$ cat src/rtl/regbank_decode.sv
// Banked register address decode with a call/return bank stack.
// Optional macro REGBANK_SP_OUT_EN exposes the registered stack pointer as stack_ptr.
module regbank_decode #(
  parameter int BANK_W      = 2,
  parameter int FIELD_W     = 2,
  parameter int NPORTS      = 2,
  parameter int STACK_DEPTH = 4,
  localparam int SP_W       = $clog2(STACK_DEPTH + 1),
  localparam int ADDR_W     = BANK_W + FIELD_W
) (
  input  logic                     clk,
  input  logic                     reset,
  input  logic                     set_en,
  input  logic [BANK_W-1:0]        set_bank,
  input  logic                     push,
  input  logic                     pop,
  input  logic [NPORTS*FIELD_W-1:0] fields,
  output logic [NPORTS*ADDR_W-1:0] reg_addr,
  output logic [BANK_W-1:0]        cur_bank,
  output logic                     stack_full,
  output logic                     stack_empty,
`ifdef REGBANK_SP_OUT_EN
  output logic [SP_W-1:0]          stack_ptr,
`endif
  output logic                     stack_err
);

  localparam logic [SP_W-1:0] SP_FULL = SP_W'(STACK_DEPTH);
  localparam logic [SP_W-1:0] SP_ZERO = {SP_W{1'b0}};
  localparam logic [SP_W-1:0] SP_ONE  = SP_W'(1);

  logic [BANK_W-1:0]        bank_q, bank_d;
  logic [SP_W-1:0]          sp_q, sp_d;
  logic                     err_q, err_d;
  logic                     full_q, full_d;
  logic                     empty_q, empty_d;
  logic [NPORTS*ADDR_W-1:0] reg_addr_q, reg_addr_d;
  logic [BANK_W-1:0]        stack_q [STACK_DEPTH];
  logic [BANK_W-1:0]        stack_d [STACK_DEPTH];
  logic [BANK_W-1:0]        stack_top_s;
  logic                     is_full_s;
  logic                     is_empty_s;

  assign is_full_s  = (sp_q == SP_FULL);
  assign is_empty_s = (sp_q == SP_ZERO);

  // Select the entry at sp-1 without indexing the array by the wider pointer
  always_comb begin
    stack_top_s = {BANK_W{1'b0}};
    for (int i = 0; i < STACK_DEPTH; i++) begin
      stack_top_s = (sp_q == SP_W'(i + 1)) ? stack_q[i] : stack_top_s;
    end
  end

  // Prioritised bank/stack update and same-cycle address formation
  always_comb begin
    bank_d  = bank_q;
    sp_d    = sp_q;
    err_d   = err_q;
    stack_d = stack_q;
    if (push && pop) begin
      err_d = 1'b1;
    end else if (push && is_full_s) begin
      err_d = 1'b1;
    end else if (push) begin
      for (int i = 0; i < STACK_DEPTH; i++) begin
        stack_d[i] = (sp_q == SP_W'(i)) ? bank_q : stack_q[i];
      end
      sp_d   = sp_q + SP_ONE;
      bank_d = set_bank;
    end else if (pop && is_empty_s) begin
      err_d = 1'b1;
    end else if (pop) begin
      sp_d   = sp_q - SP_ONE;
      bank_d = stack_top_s;
    end else if (set_en) begin
      bank_d = set_bank;
    end else begin
      bank_d = bank_q;
    end

    full_d  = (sp_d == SP_FULL);
    empty_d = (sp_d == SP_ZERO);

    reg_addr_d = {(NPORTS*ADDR_W){1'b0}};
    for (int i = 0; i < NPORTS; i++) begin
      reg_addr_d[i*ADDR_W +: ADDR_W] = {bank_d, fields[i*FIELD_W +: FIELD_W]};
    end
  end

  // Control state and registered outputs
  always_ff @(posedge clk) begin
    if (reset) begin
      bank_q     <= {BANK_W{1'b0}};
      sp_q       <= SP_ZERO;
      err_q      <= 1'b0;
      full_q     <= 1'b0;
      empty_q    <= 1'b1;
      reg_addr_q <= {(NPORTS*ADDR_W){1'b0}};
    end else begin
      bank_q     <= bank_d;
      sp_q       <= sp_d;
      err_q      <= err_d;
      full_q     <= full_d;
      empty_q    <= empty_d;
      reg_addr_q <= reg_addr_d;
    end
  end

  // Stack storage; contents are don't-care after reset since sp guards every read
  always_ff @(posedge clk) begin
    stack_q <= stack_d;
  end

  assign reg_addr    = reg_addr_q;
  assign cur_bank    = bank_q;
  assign stack_full  = full_q;
  assign stack_empty = empty_q;
  assign stack_err   = err_q;
`ifdef REGBANK_SP_OUT_EN
  assign stack_ptr   = sp_q;
`endif

endmodule

$ cat config.mk
export PLATFORM = sky130hd
export DESIGN_NAME = regbank_decode
export DESIGN_NICKNAME = d
export VERILOG_FILES = /design/src/rtl/regbank_decode.sv
export SDC_FILE = /design/constraint.sdc
export NUM_CORES = 1
export LEC_CHECK = 0
export ABC_AREA = 1
export CELL_PAD_IN_SITES_DETAIL_PLACEMENT = 1
export CELL_PAD_IN_SITES_GLOBAL_PLACEMENT = 1
export CORE_MARGIN = 5
export CORE_UTILIZATION = 39
export CTS_CLUSTER_SIZE = 16
export DETAILED_ROUTE_END_ITERATION = 12
export PLACE_DENSITY = 0.81
export SYNTH_ARGS = -nofsm -noshare
export SYNTH_HDL_FRONTEND = slang
export SYNTH_SLANG_ARGS = --single-unit
$ cat constraint.sdc
create_clock -name clk -period 2.3 [get_ports clk]
set_input_delay 0.23 -clock clk [delete_from_list [all_inputs] [get_ports clk]]
set_output_delay 0.23 -clock clk [all_outputs]
set_load 0.05 [all_outputs]
# Word level (Yosys, flattened, before mapping)
# Cells that the tools add are included.
[word_totals]
ff_bits = 24
inputBits = 11
word_cells = 50
[classes]
bitwise_logic = 2
reduce_logical = 11
n_addsub = 2
muxes = 19
eq_ne = 6
[op_table]
columns = ["operator", "count"]
rows = [
  ["2-to-1 mux 2 bit", 10],
  ["AND reduction 4 bit", 4],
  ["2-to-1 mux 3 bit", 5],
  ["equality test 3 x 2 -> 1 bit (second input constant)", 2],
  ["equality test 3 bit (second input constant)", 2],
  ["zero test 3 bit", 2],
  ["2-to-1 mux 1 bit", 4],
  ["adder 3 x 1 -> 3 bit (second input constant)", 1],
  ["equality test 3 x 1 -> 1 bit (second input constant)", 1],
  ["logical AND 1 bit", 3],
  ["inequality test 3 x 1 -> 1 bit (second input constant)", 1],
  ["nonzero test 3 bit", 1],
  ["subtractor 3 x 1 -> 3 bit (second input constant)", 1],
  ["inverter 1 bit", 2],
  ["AND reduction 2 bit", 1],
]

# Logic depth before layout (Yosys ltp)
# Gate-level depths: netlist of the first run.
[depth]
word_depth = 10
mapped_depth = 10
mapped_depth_nobuf = 10

# Worst setup path after synthesis of the first run
# OpenSTA, ideal clock, no wires.
[synth_timing]
path_type = "register to register"
start = "register sp_q[0]"
end = "register empty_q (netlist: stack_empty)"
arrival_ns = 1.293
path_buffers = 0
required_time_ns = 2.188
slack_ns = 0.896
path_stages_with_launch = 11
synth_period_minus_slack_ns = 1.404
cell_sequence = "dfxtp_1 > inv_1 > ha_1 > nand2_1 > nand2_2 > nand2_4 > nand2_2 > nand2_2 > nand3_1 > nand2_1 > nor2_2"
[synth_between]
elab_chain_len = 7
[synth_rtl]
columns = ["element", "line_no", "rtl"]
rows = [
  ["start, declared", "33", "logic [SP_W-1:0] sp_q, sp_d;"],
  ["start signal, assigned", "102", "sp_q <= sp_d;"],
  ["subtractor 3 x 1 -> 3 bit / zero test 3 bit (equally long branches)", "74, 45", ""],
  ["2-to-1 mux 3 bit / logical AND 1 bit (equally long branches)", "73, 71", ""],
  ["2-to-1 mux 3 bit", "71", "end else if (pop && is_empty_s) begin"],
  ["2-to-1 mux 3 bit", "65", "end else if (push) begin"],
  ["2-to-1 mux 3 bit", "63", "end else if (push && is_full_s) begin"],
  ["2-to-1 mux 3 bit *", "61", "if (push && pop) begin"],
  ["zero test 3 bit *", "83", "empty_d = (sp_d == SP_ZERO);"],
  ["end signal, assigned", "105", "empty_q <= empty_d;"],
  ["end, declared", "36", "logic empty_q, empty_d;"],
]
# Mark *: on every way between the ends. The rest lies on a longest branch, timed or not.
# A chain may end at the register's enable or synchronous reset.

==> reports/qor.yml, run 1 <==
critical_path:
  critical-path-max-stage-delay_ps: 870
  cells_along_the_critical_path: "clkdlybuf4s50_1"
  endpoint_type_of_the_worst_setup_path: "output pin"
  critPathMaxFanout: 8
  worst-endpoint-required_ps: 2070
  critical_path_arrival_ps: 1700
  beginning_of_the_critical_path: "cur_bank[0]"
  crit_buf_inv: 1
  regToRegStartpoint: "sp_q[0]"
  critical_path.top_delay_family: "buffers and inverters"
  worstSetupStartpointType: "flip-flop"
  r2r_worst_path_depth: 10
  crit_path_top_delay_cell: "sky130_fd_sc_hd__clkdlybuf4s50_1"
  setup.worst_path.class: "reg2out"
  critical_path_cell_count: 1
global_routing:
  antenna_found_initial: 0
  grt_first_pass_wirelength_microns: 4370
  grt_start_max_net_pins: 12
  grt-ovfl-total: 0
  grt_usage: 0.139
  first_global_vias: 970
clocking:
  cts.hold.buffers_added: 0
  insertion_delay_ps: 310
  clock_tree_from_tritoncts: "done"
  post_cts.repair.setup_buffers: 0
  cts_root_buf: "sky130_fd_sc_hd__clkbuf_4"
  clock_path_buffers: 2
  path_clk_slew_ps: 120
  cts_inserted_buffers: 3
  cts_resized: 0
  cts.sink_count: 20
  htree_num_levels: 1
logic_synthesis:
  ys_async_sr_fraction: 0
  synth-adder-area-share: 0.0684
  post_synth_xor_area_fraction: 0.0160
  syn-instance-count: 136
  flops_latches_synth: 20
  synthesis.nets: 153
  post_synth_instance_area_sq_um: 1100
  synth.most_common_cell: "sky130_fd_sc_hd__nand2_1"
  dominantRegCellSynth: "sky130_fd_sc_hd__dfxtp_1"
  ys.warnings.count: 0
  synthMuxAreaShare: 0
  post-synth-top-area-fraction: 0.219
  ys_types: 22
  synth_area_leaders: "sky130_fd_sc_hd__dfxtp_1, sky130_fd_sc_hd__edfxtp_1, sky130_fd_sc_hd__nand2_1"
  syn_area_per_cell_sq_um: 8.07
  synthSimpleGateAreaFrac: 0.307
  synth_seq_area_share: 0.438
  synth_top_family_by_area: "simple AND/OR/NAND/NOR gates"
  synth_edf_count: 8
  synth_compound_area_frac: 0.0331
  yosys.area.top_type: "sky130_fd_sc_hd__dfxtp_1"
  synthTopCellsByCount: "sky130_fd_sc_hd__nand2_1, sky130_fd_sc_hd__inv_1, sky130_fd_sc_hd__nor2_1"
routing:
  drt.antenna.violating_nets: 0
  wl_per_cell_microns: 13.8
  drt_iter0_markers: 5
  vias: 895
  routed_via_density: 4.79
  drt-total-wl_microns: 2580
  route.detailed.drc: 0
  drt-pass1-iter-count: 4
sta:
  setup_total_negative_slack_ps: 0
  timing.final.hold_violations: 0
  finalSetupViolations: 0
  peak_freq_mhz: 519
  final_max_slew_viol_count: 0
  timing.max_slew.rel_slack: 0.662
  post-route-period-util: 0.838
  clock_skew_ps: 12.3
  rsz0062_at_grt: "false"
  fin_worst_hold_slack_ps: 435
  timing_worst_slew_pin_value_ps: 505
  final_period_minus_worst_setup_slack_ps: 1930
min_path:
  min-delay-start: "fields[2]"
  hold_path.class: "in2reg"
  hold_path_depth: 3
cells_and_area:
  drive_gt1_frac: 0.115
  multi_input_area_sq_um: 465
  antenna_cells: 0
  ff_latch_area_sq_um: 480
  nets: 174
  final_cell_count_no_fill: 187
  finish.utilization: 0.487
  area.growth.synth_to_final_pct: 21.3
  n_fill_cell: 336
place:
  placedCellCount: 183
  dpl.hpwl_microns: 2090
  port_buffers: 23
  gp_routability_congestion: 0.753
die:
  pin_count: 24
  chipWidth_microns: 63.0
  core_footprint_sq_um: 2730
  design.die.area_sq_um: 3970
  fp-row-count: 19
  die_height_microns: 63.0
  initial_utilization: 0.401
flow_run:
  timing.max_cap.violations: 0
power:
  clkPwrFrac: 0.190
  power.density_cell_area_nw_per_um2: 706
  combPwrFrac: 0.359
  sw_frac_of_total: 0.384
  switching_power_mw: 0.361
  share_seq_of_total_power: 0.452
  power_mw: 0.940
  leakagePower_nw: 0.633
  internal-power_mw: 0.580
  ir_drop_uv: 500
outcome:
  run_status: "completed"
[cell type report]
type | instances | share of cell area
sequential | 20 | 0.361
multi-input combinational | 85 | 0.350
timing repair buffer | 23 | 0.173
inverter | 24 | 0.0677
tap | 31 | 0.0291
clock buffer | 3 | 0.0169
clock inverter | 1 | 0.00282
[layer usage]
metal / routed length (microns) / up-vias / track usage
met5: 0 / - / 0
met4: 46 / 0 / 0.0637
met3: 109 / 5 / 0.0306
met2: 1290 / 16 / 0.244
met1: 1140 / 425 / 0.157
li1: - / 449 / -
[power groups by stage]
stage	clock (mW)	combinational, mW	sequential (mW)
5_1_grt	0.202	0.367	0.429
3_5_place_dp	0	0.340	0.433
4_1_cts	0.182	0.342	0.425
3_3_place_gp	0	0.329	0.430
6_report	0.178	0.337	0.425
2_1_floorplan	0	0.195	0.481
[cell families after synthesis]
group | count (synthesis)
XOR/XNOR | 2
AND/OR/NAND/NOR | 71
AO/OA/AOI/OAI | 6
flip-flops | 20
adder cells (fa/ha/maj) | 6
buffers and inverters | 31
[flip-flops by register name (all words and copies together), names as in the netlist]
name,cells
stack_q,8
reg_addr,5
sp_q,3
cur_bank,1
stack_empty,1
stack_err,1
stack_full,1
[final timing paths]
| kind | endpoint | slack, ps |
|---|---|---|
| max | reg_addr[6] | 370 |
| min | reg_addr[4] | 440 |
| max reg2reg | stack_empty | 680 |
| min reg2reg | stack_err | 510 |
[cells in the final DEF, fill, tap and decap left out]
master                             n
sky130_fd_sc_hd__nand2_1          29
sky130_fd_sc_hd__inv_1            23
sky130_fd_sc_hd__clkdlybuf4s50_1  23
sky130_fd_sc_hd__nor2_1           18
sky130_fd_sc_hd__dfxtp_1          12
sky130_fd_sc_hd__nand3_1           9
sky130_fd_sc_hd__edfxtp_1          8
sky130_fd_sc_hd__nand2_2           7
sky130_fd_sc_hd__ha_1              6
sky130_fd_sc_hd__a21oi_1           3
sky130_fd_sc_hd__clkbuf_4          3
sky130_fd_sc_hd__nand2_4           2
sky130_fd_sc_hd__xor2_1            2
sky130_fd_sc_hd__nand3_2           2
sky130_fd_sc_hd__a31oi_1           2
sky130_fd_sc_hd__inv_2             1
sky130_fd_sc_hd__nor3_1            1
sky130_fd_sc_hd__nor2_4            1
sky130_fd_sc_hd__or2_1             1
sky130_fd_sc_hd__nor2_2            1
sky130_fd_sc_hd__o21ai_2           1
sky130_fd_sc_hd__clkinv_1          1
[through the flow]
stage | cell area, sq um | worst slack, ps
after floorplan | 1100 | 896
after global placement | 1310 | 635
after detailed placement | 1310 | 590
after CTS | 1330 | 355
after global routing | 1330 | 275
final | 1330 | 374
(Power assumes the default switching activity.)
==> inputs of run 2 (changes only) <==
Settings changed: CORE_UTILIZATION 39 to 36, PLACE_DENSITY 0.81 to 0.76.
Clock period 2.3 ns to 1.9 ns, I/O delays scaled along.
==> run 2 against run 1 <==
Effect of this change: wire length shrank 6.5%; design area up 0.85%; flip-flop and latch count unchanged; register-to-register slack lost 400 ps.
==> reports/qor.yml, run 2 (synthesis results as in run 1) <==
outcome:
  run_status: "completed"
min_path:
  hold_path_depth: 3  # unchanged
  min-delay-start: "fields[1]"
  hold_path.class: "in2reg"
  worst_hold_path.endpoint: "reg_addr[1]"
power:
  leakagePower_nw: 0.706  # +12%
  power_mw: 1.11  # +18%
  ir_drop_uv: 370  # -26%
  power.density_cell_area_nw_per_um2: 829  # +17%
die:
  pin_count: 24  # unchanged
  chipWidth_microns: 65.2  # +3.4%
  design.die.area_sq_um: 4250  # +7.0%
  fp-row-count: 20  # +1
  die_height_microns: 65.2  # +3.4%
  core_footprint_sq_um: 2980  # +8.9%
  initial_utilization: 0.368  # -0.0329
critical_path:
  cells_along_the_critical_path: "clkdlybuf4s50_1"
  crit_buf_inv: 1  # unchanged
  r2r_worst_path_depth: 10  # unchanged
  critPathMaxFanout: 8  # unchanged
  critical_path_arrival_ps: 1620  # -80 ps
  critical-path-max-stage-delay_ps: 860  # about the same
  worstSetupStartpointType: "flip-flop"
  regToRegStartpoint: "sp_q[0]"
  ff2ff_setup_slack_ps: 280  # -400 ps
  endpoint_type_of_the_worst_setup_path: "output pin"
  worstReg2RegEnd: "stack_empty"
  setup.worst_path.class: "reg2out"
  crit_path_top_delay_cell: "sky130_fd_sc_hd__clkdlybuf4s50_1"
  critical_path.top_delay_family: "buffers and inverters"
  worst-endpoint-required_ps: 1710  # -360 ps
clocking:
  htree_num_levels: 1  # unchanged
  clock_path_buffers: 2  # unchanged
  cts_root_buf: "sky130_fd_sc_hd__clkbuf_4"
  cts.sink_count: 20  # unchanged
  insertion_delay_ps: 290  # -20 ps
  clock_tree_from_tritoncts: "done"
  cts_inserted_buffers: 3  # unchanged
  post_cts.repair.setup_buffers: 0  # unchanged
  path_clk_slew_ps: 100  # -20 ps
sta:
  setup_slack_ps: 91.2  # -283 ps
  peak_freq_mhz: 553
  timing_worst_slew_pin_value_ps: 527  # +22.1 ps
  timing.max_slew.rel_slack: 0.648  # -0.0142
  final_max_slew_viol_count: 0  # unchanged
  rsz0062_at_grt: "false"
  clock_skew_ps: 11.9  # -0.390 ps
  fin_worst_hold_slack_ps: 410  # -24.8 ps
  final_period_minus_worst_setup_slack_ps: 1810
  finalSetupViolations: 0  # unchanged
  timing.final.hold_violations: 0  # unchanged
  post-route-period-util: 0.952
  setup_total_negative_slack_ps: 0  # unchanged
place:
  place_worst_setup_slack_ps: 215  # -375 ps
  placedCellCount: 185  # +1.1%
  dpl.hpwl_microns: 2010  # -3.6%
  gp_routability_congestion: 0.731  # -2.9%
  port_buffers: 23  # unchanged
routing:
  drt-total-wl_microns: 2420  # -6.5%
  drt-pass1-iter-count: 2  # -2
  drt_iter0_markers: 20  # +15
  drt.antenna.violating_nets: 0  # unchanged
  vias: 885  # -1.1%
  routed_via_density: 4.71  # -1.6%
  wl_per_cell_microns: 12.9  # -7.0%
  route.detailed.drc: 0  # unchanged
cells_and_area:
  final_cell_count_no_fill: 188  # +0.53%
  drive_gt1_frac: 0.116  # +0.000744
  number_of_flip_flops_in_the_largest_register: 8  # unchanged
  area.growth.synth_to_final_pct: 22.3
  nets: 174  # unchanged
  mostFrequentLayoutCell: "sky130_fd_sc_hd__nand2_1"
  mostFrequentLayoutCells: "sky130_fd_sc_hd__nand2_1, sky130_fd_sc_hd__inv_1, sky130_fd_sc_hd__nor2_1, sky130_fd_sc_hd__clkdlybuf4s50_1, sky130_fd_sc_hd__dfxtp_1"
  regMostFlops: "stack_q"
  antenna_cells: 0  # unchanged
global_routing:
  first_global_vias: 949  # -2.2%
  grt-ovfl-total: 0  # unchanged
  grt_start_max_net_pins: 11  # -1
  grt_usage: 0.121  # -0.0178
  antenna_found_initial: 0  # unchanged
  grt_first_pass_wirelength_microns: 4040  # -7.4%
flow_run:
  timing.max_cap.violations: 0  # unchanged
[run 2: changes by cell type in the layout (fill, tap and decap cells not counted)]
| cell | previous run | this run |
|---|---|---|
| sky130_fd_sc_hd__clkdlybuf4s50_1 | 23 | 18 |
| sky130_fd_sc_hd__clkinv_1 | 1 | 0 |
| sky130_fd_sc_hd__dlymetal6s2s_1 | 0 | 5 |
[run 2: power breakdown]
| group | internal [mW] | leakage [nW] | total, mW | switching (mW) |
|---|---|---|---|---|
| logic | 0.139 | 0.519 | 0.402 | 0.263 |
| clock network | 0.0736 | 0.0138 | 0.197 | 0.124 |
| registers | 0.484 | 0.174 | 0.513 | 0.0290 |
| total | 0.697 | 0.706 | 1.11 | 0.416 |
[run 2: worst max-delay path by stage]
| stage | start | end | slack [ps] | depth (start not counted) |
|---|---|---|---|---|
| after floorplan | sp_q[0] | stack_empty | 500 | 10 |
| after global placement | push | stack_empty | 230 | 7 |
| after detailed placement | push | stack_empty | 210 | 7 |
| after CTS | cur_bank[0] | reg_addr[6] | 30 | 1 |
| after global routing | cur_bank[0] | reg_addr[2] | 0.5 | 1 |
| final | cur_bank[0] | reg_addr[2] | 90 | 1 |
[run 2: layout make-up]
type                       count  area [sq um]
timing repair buffer          23           243
tap                           33          41.3
clock buffer                   3          22.5
inverter                      24          90.1
sequential                    20           480
fill                         364          1640
multi-input combinational     85           465
[run 2: per-layer routing]
layer / GRT usage / routed length, microns
met1: 0.135 / 1010
met2: 0.233 / 1330
met3: 0.0205 / 68
met4: 0.0311 / 11
met5: 0 / 0
[run 2: repair_timing]
action,in CTS,in global routing
hold buffers,0,0
gates resized for setup,0,5
endpoints found under the setup margin,0,6
[run 2: per-stage QoR]
stage,util,cell area [sq um]
after floorplan,-,1100
after global placement,0.439,1310
after detailed placement,0.439,1310
after CTS,0.447,1330
after global routing,0.451,1340
final,0.451,1340
==> inputs of run 3 (changes only) <==
Settings changed: HOLD_SLACK_MARGIN set to 0.05, PLACE_DENSITY 0.76 to unset, PLACE_DENSITY_LB_ADDON set to 0.08.
==> run 3 against run 2 <==
Effect of this change: hold slack got worse by 23 ps; cell count increased by 0.53%; clock-buffer cell count increased by 1; sequential power about the same; worst setup slack improved by 150 ps; utilization increased by 0.42 points; sequential share of layout area decreased by 0.33 points; via count decreased by 2.5%; critical endpoint is now stack_err; largest cell class unchanged.
==> reports/qor.yml, run 3 (synthesis results as in run 1) <==
sta:
  timing.max_slew.rel_slack: 0.654  # +0.00571
  final_period_minus_worst_setup_slack_ps: 1660  # -152 ps
  setup_slack_ps: 243  # +152 ps
  timing_worst_slew_pin_value_ps: 518  # -8.55 ps
  finalSetupViolations: 0  # unchanged
  final_max_slew_viol_count: 0  # unchanged
  rsz0062_at_grt: "false"
  clock_skew_ps: 4.03  # -7.84 ps
  timing.final.hold_violations: 0  # unchanged
  peak_freq_mhz: 603  # +9.2%
  post-route-period-util: 0.872  # -0.0799
  setup_total_negative_slack_ps: 0  # unchanged
  fin_worst_hold_slack_ps: 388  # -22.8 ps
clocking:
  path_clk_slew_ps: 110  # about the same
  post_cts.repair.setup_buffers: 0  # unchanged
  cts_inserted_buffers: 3  # unchanged
  clock_tree_from_tritoncts: "done"
  cts_root_buf: "sky130_fd_sc_hd__clkbuf_4"
  clock_path_buffers: 2  # unchanged
  insertion_delay_ps: 300  # about the same
  htree_num_levels: 1  # unchanged
  cts.sink_count: 20  # unchanged
global_routing:
  antenna_found_initial: 0  # unchanged
  grt_usage: 0.124  # +0.00306
  first_global_vias: 888  # -6.4%
  grt-ovfl-total: 0  # unchanged
  grt_start_max_net_pins: 12  # +1
  grt_first_pass_wirelength_microns: 4000  # -1.0%
min_path:
  min-delay-start: "fields[3]"
  hold_path.class: "in2reg"
  worst_hold_path.endpoint: "reg_addr[5]"
  hold_path_depth: 3  # unchanged
routing:
  routed_via_density: 4.57  # -3.0%
  m1_wire_length_microns: 1040  # +3.2%
  drt-total-wl_microns: 2340  # -3.0%
  drt-pass1-iter-count: 4  # +2
  route.detailed.drc: 0  # unchanged
  met3WireLength_microns: 85  # +25%
  vias: 863  # -2.5%
  wl_per_cell_microns: 12.4  # -3.5%
  highest_layer: "met4"
  drt_iter0_markers: 57  # +190%
  drt.antenna.violating_nets: 0  # unchanged
  routed-wl-met2_microns: 1170  # -12%
power:
  leakagePower_nw: 0.717  # +1.5%
  power.density_cell_area_nw_per_um2: 853  # +3.0%
  ir_drop_uv: 446  # +21%
  power_mw: 1.16  # +3.9%
cells_and_area:
  finish.utilization: 0.455  # +0.00420
  nets: 174  # unchanged
  area.growth.synth_to_final_pct: 23.5
  number_of_flip_flops_in_the_largest_register: 8  # unchanged
  multi_input_area_sq_um: 465  # unchanged
  mostFrequentLayoutCells: "sky130_fd_sc_hd__nand2_1, sky130_fd_sc_hd__inv_1, sky130_fd_sc_hd__nor2_1"
  final_cell_count_no_fill: 189  # +0.53%
  antenna_cells: 0  # unchanged
  regMostFlops: "stack_q"
  mostFrequentLayoutCell: "sky130_fd_sc_hd__nand2_1"
  n_fill_cell: 371  # +1.9%
  ff_latch_area_sq_um: 480  # unchanged
  fin_area_sq_um: 1360  # +0.93%
  drive_gt1_frac: 0.122  # +0.00567
critical_path:
  critical_path.top_delay_family: "buffers and inverters"
  worstReg2RegEnd: "stack_empty"
  crit_path_top_delay_cell: "sky130_fd_sc_hd__clkdlybuf4s50_1"
  regToRegStartpoint: "sp_q[0]"
  critical-path-max-stage-delay_ps: 810  # -50 ps
  ff2ff_setup_slack_ps: 300  # +20 ps
  worstSetupStartpointType: "flip-flop"
  r2r_worst_path_depth: 10  # unchanged
  cells_along_the_critical_path: "clkdlybuf4s50_1"
  beginning_of_the_critical_path: "stack_err"
  worst-endpoint-required_ps: 1710  # about the same
  critical_path_arrival_ps: 1470  # -150 ps
  endpoint_type_of_the_worst_setup_path: "output pin"
  critPathMaxFanout: 2  # -6
  crit_buf_inv: 1  # unchanged
  setup.worst_path.class: "reg2out"
place:
  dpl.hpwl_microns: 1900  # -5.4%
  place_worst_setup_slack_ps: 213  # -1.57 ps
  port_buffers: 23  # unchanged
  postPlaceCellArea_sq_um: 1310  # unchanged
  gp_routability_congestion: 0.759  # +3.8%
  placedCellCount: 185  # unchanged
flow_run:
  timing.max_cap.violations: 0  # unchanged
die:
  chipWidth_microns: 65.2  # unchanged
  initial_utilization: 0.368  # unchanged
  core_footprint_sq_um: 2980  # unchanged
  fp-row-count: 20  # unchanged
  die_height_microns: 65.2  # unchanged
  pin_count: 24  # unchanged
  design.die.area_sq_um: 4250  # unchanged
outcome:
  run_status: "completed"
## run 3: cell count changes in the layout (fill, tap and decap cells not counted)
cell	delta
sky130_fd_sc_hd__clkbuf_8	+1
sky130_fd_sc_hd__dlygate4sd2_1	+1
sky130_fd_sc_hd__clkdlybuf4s50_1	-1
## run 3: per-layer routing
metal,up-vias,GRT usage
li1,450,-
met1,396,0.145
met2,12,0.212
met3,5,0.0308
met4,0,0.0544
met5,-,0
## run 3: report_power, final
group | switching, mW | total (mW) | internal [mW]
Clock | 0.131 | 0.248 | 0.117
Sequential | 0.0275 | 0.512 | 0.484
Combinational | 0.260 | 0.397 | 0.137
## run 3: worst max path at each step
stage / to / slack (ps) / cells past startpoint
after detailed placement: stack_empty / 210 / 7
after CTS: reg_addr[6] / 6 / 1
after global placement: stack_empty / 210 / 7
after floorplan: stack_empty / 500 / 10
after global routing: reg_addr[3] / 100 / 10
final: stack_err / 240 / 1
## run 3: what timing repair did
action | 4_1_cts | 5_1_grt
hold buffers | 0 | 0
setup endpoints to repair | 1 | 5
resized for setup | 1 | 5
## run 3: cell type report
class,count,area share
clock buffers,4,0.0268
inverters,24,0.0665
flip-flops and latches,20,0.355
well taps,33,0.0305
repair buffers,23,0.178
multi-input cells,85,0.343
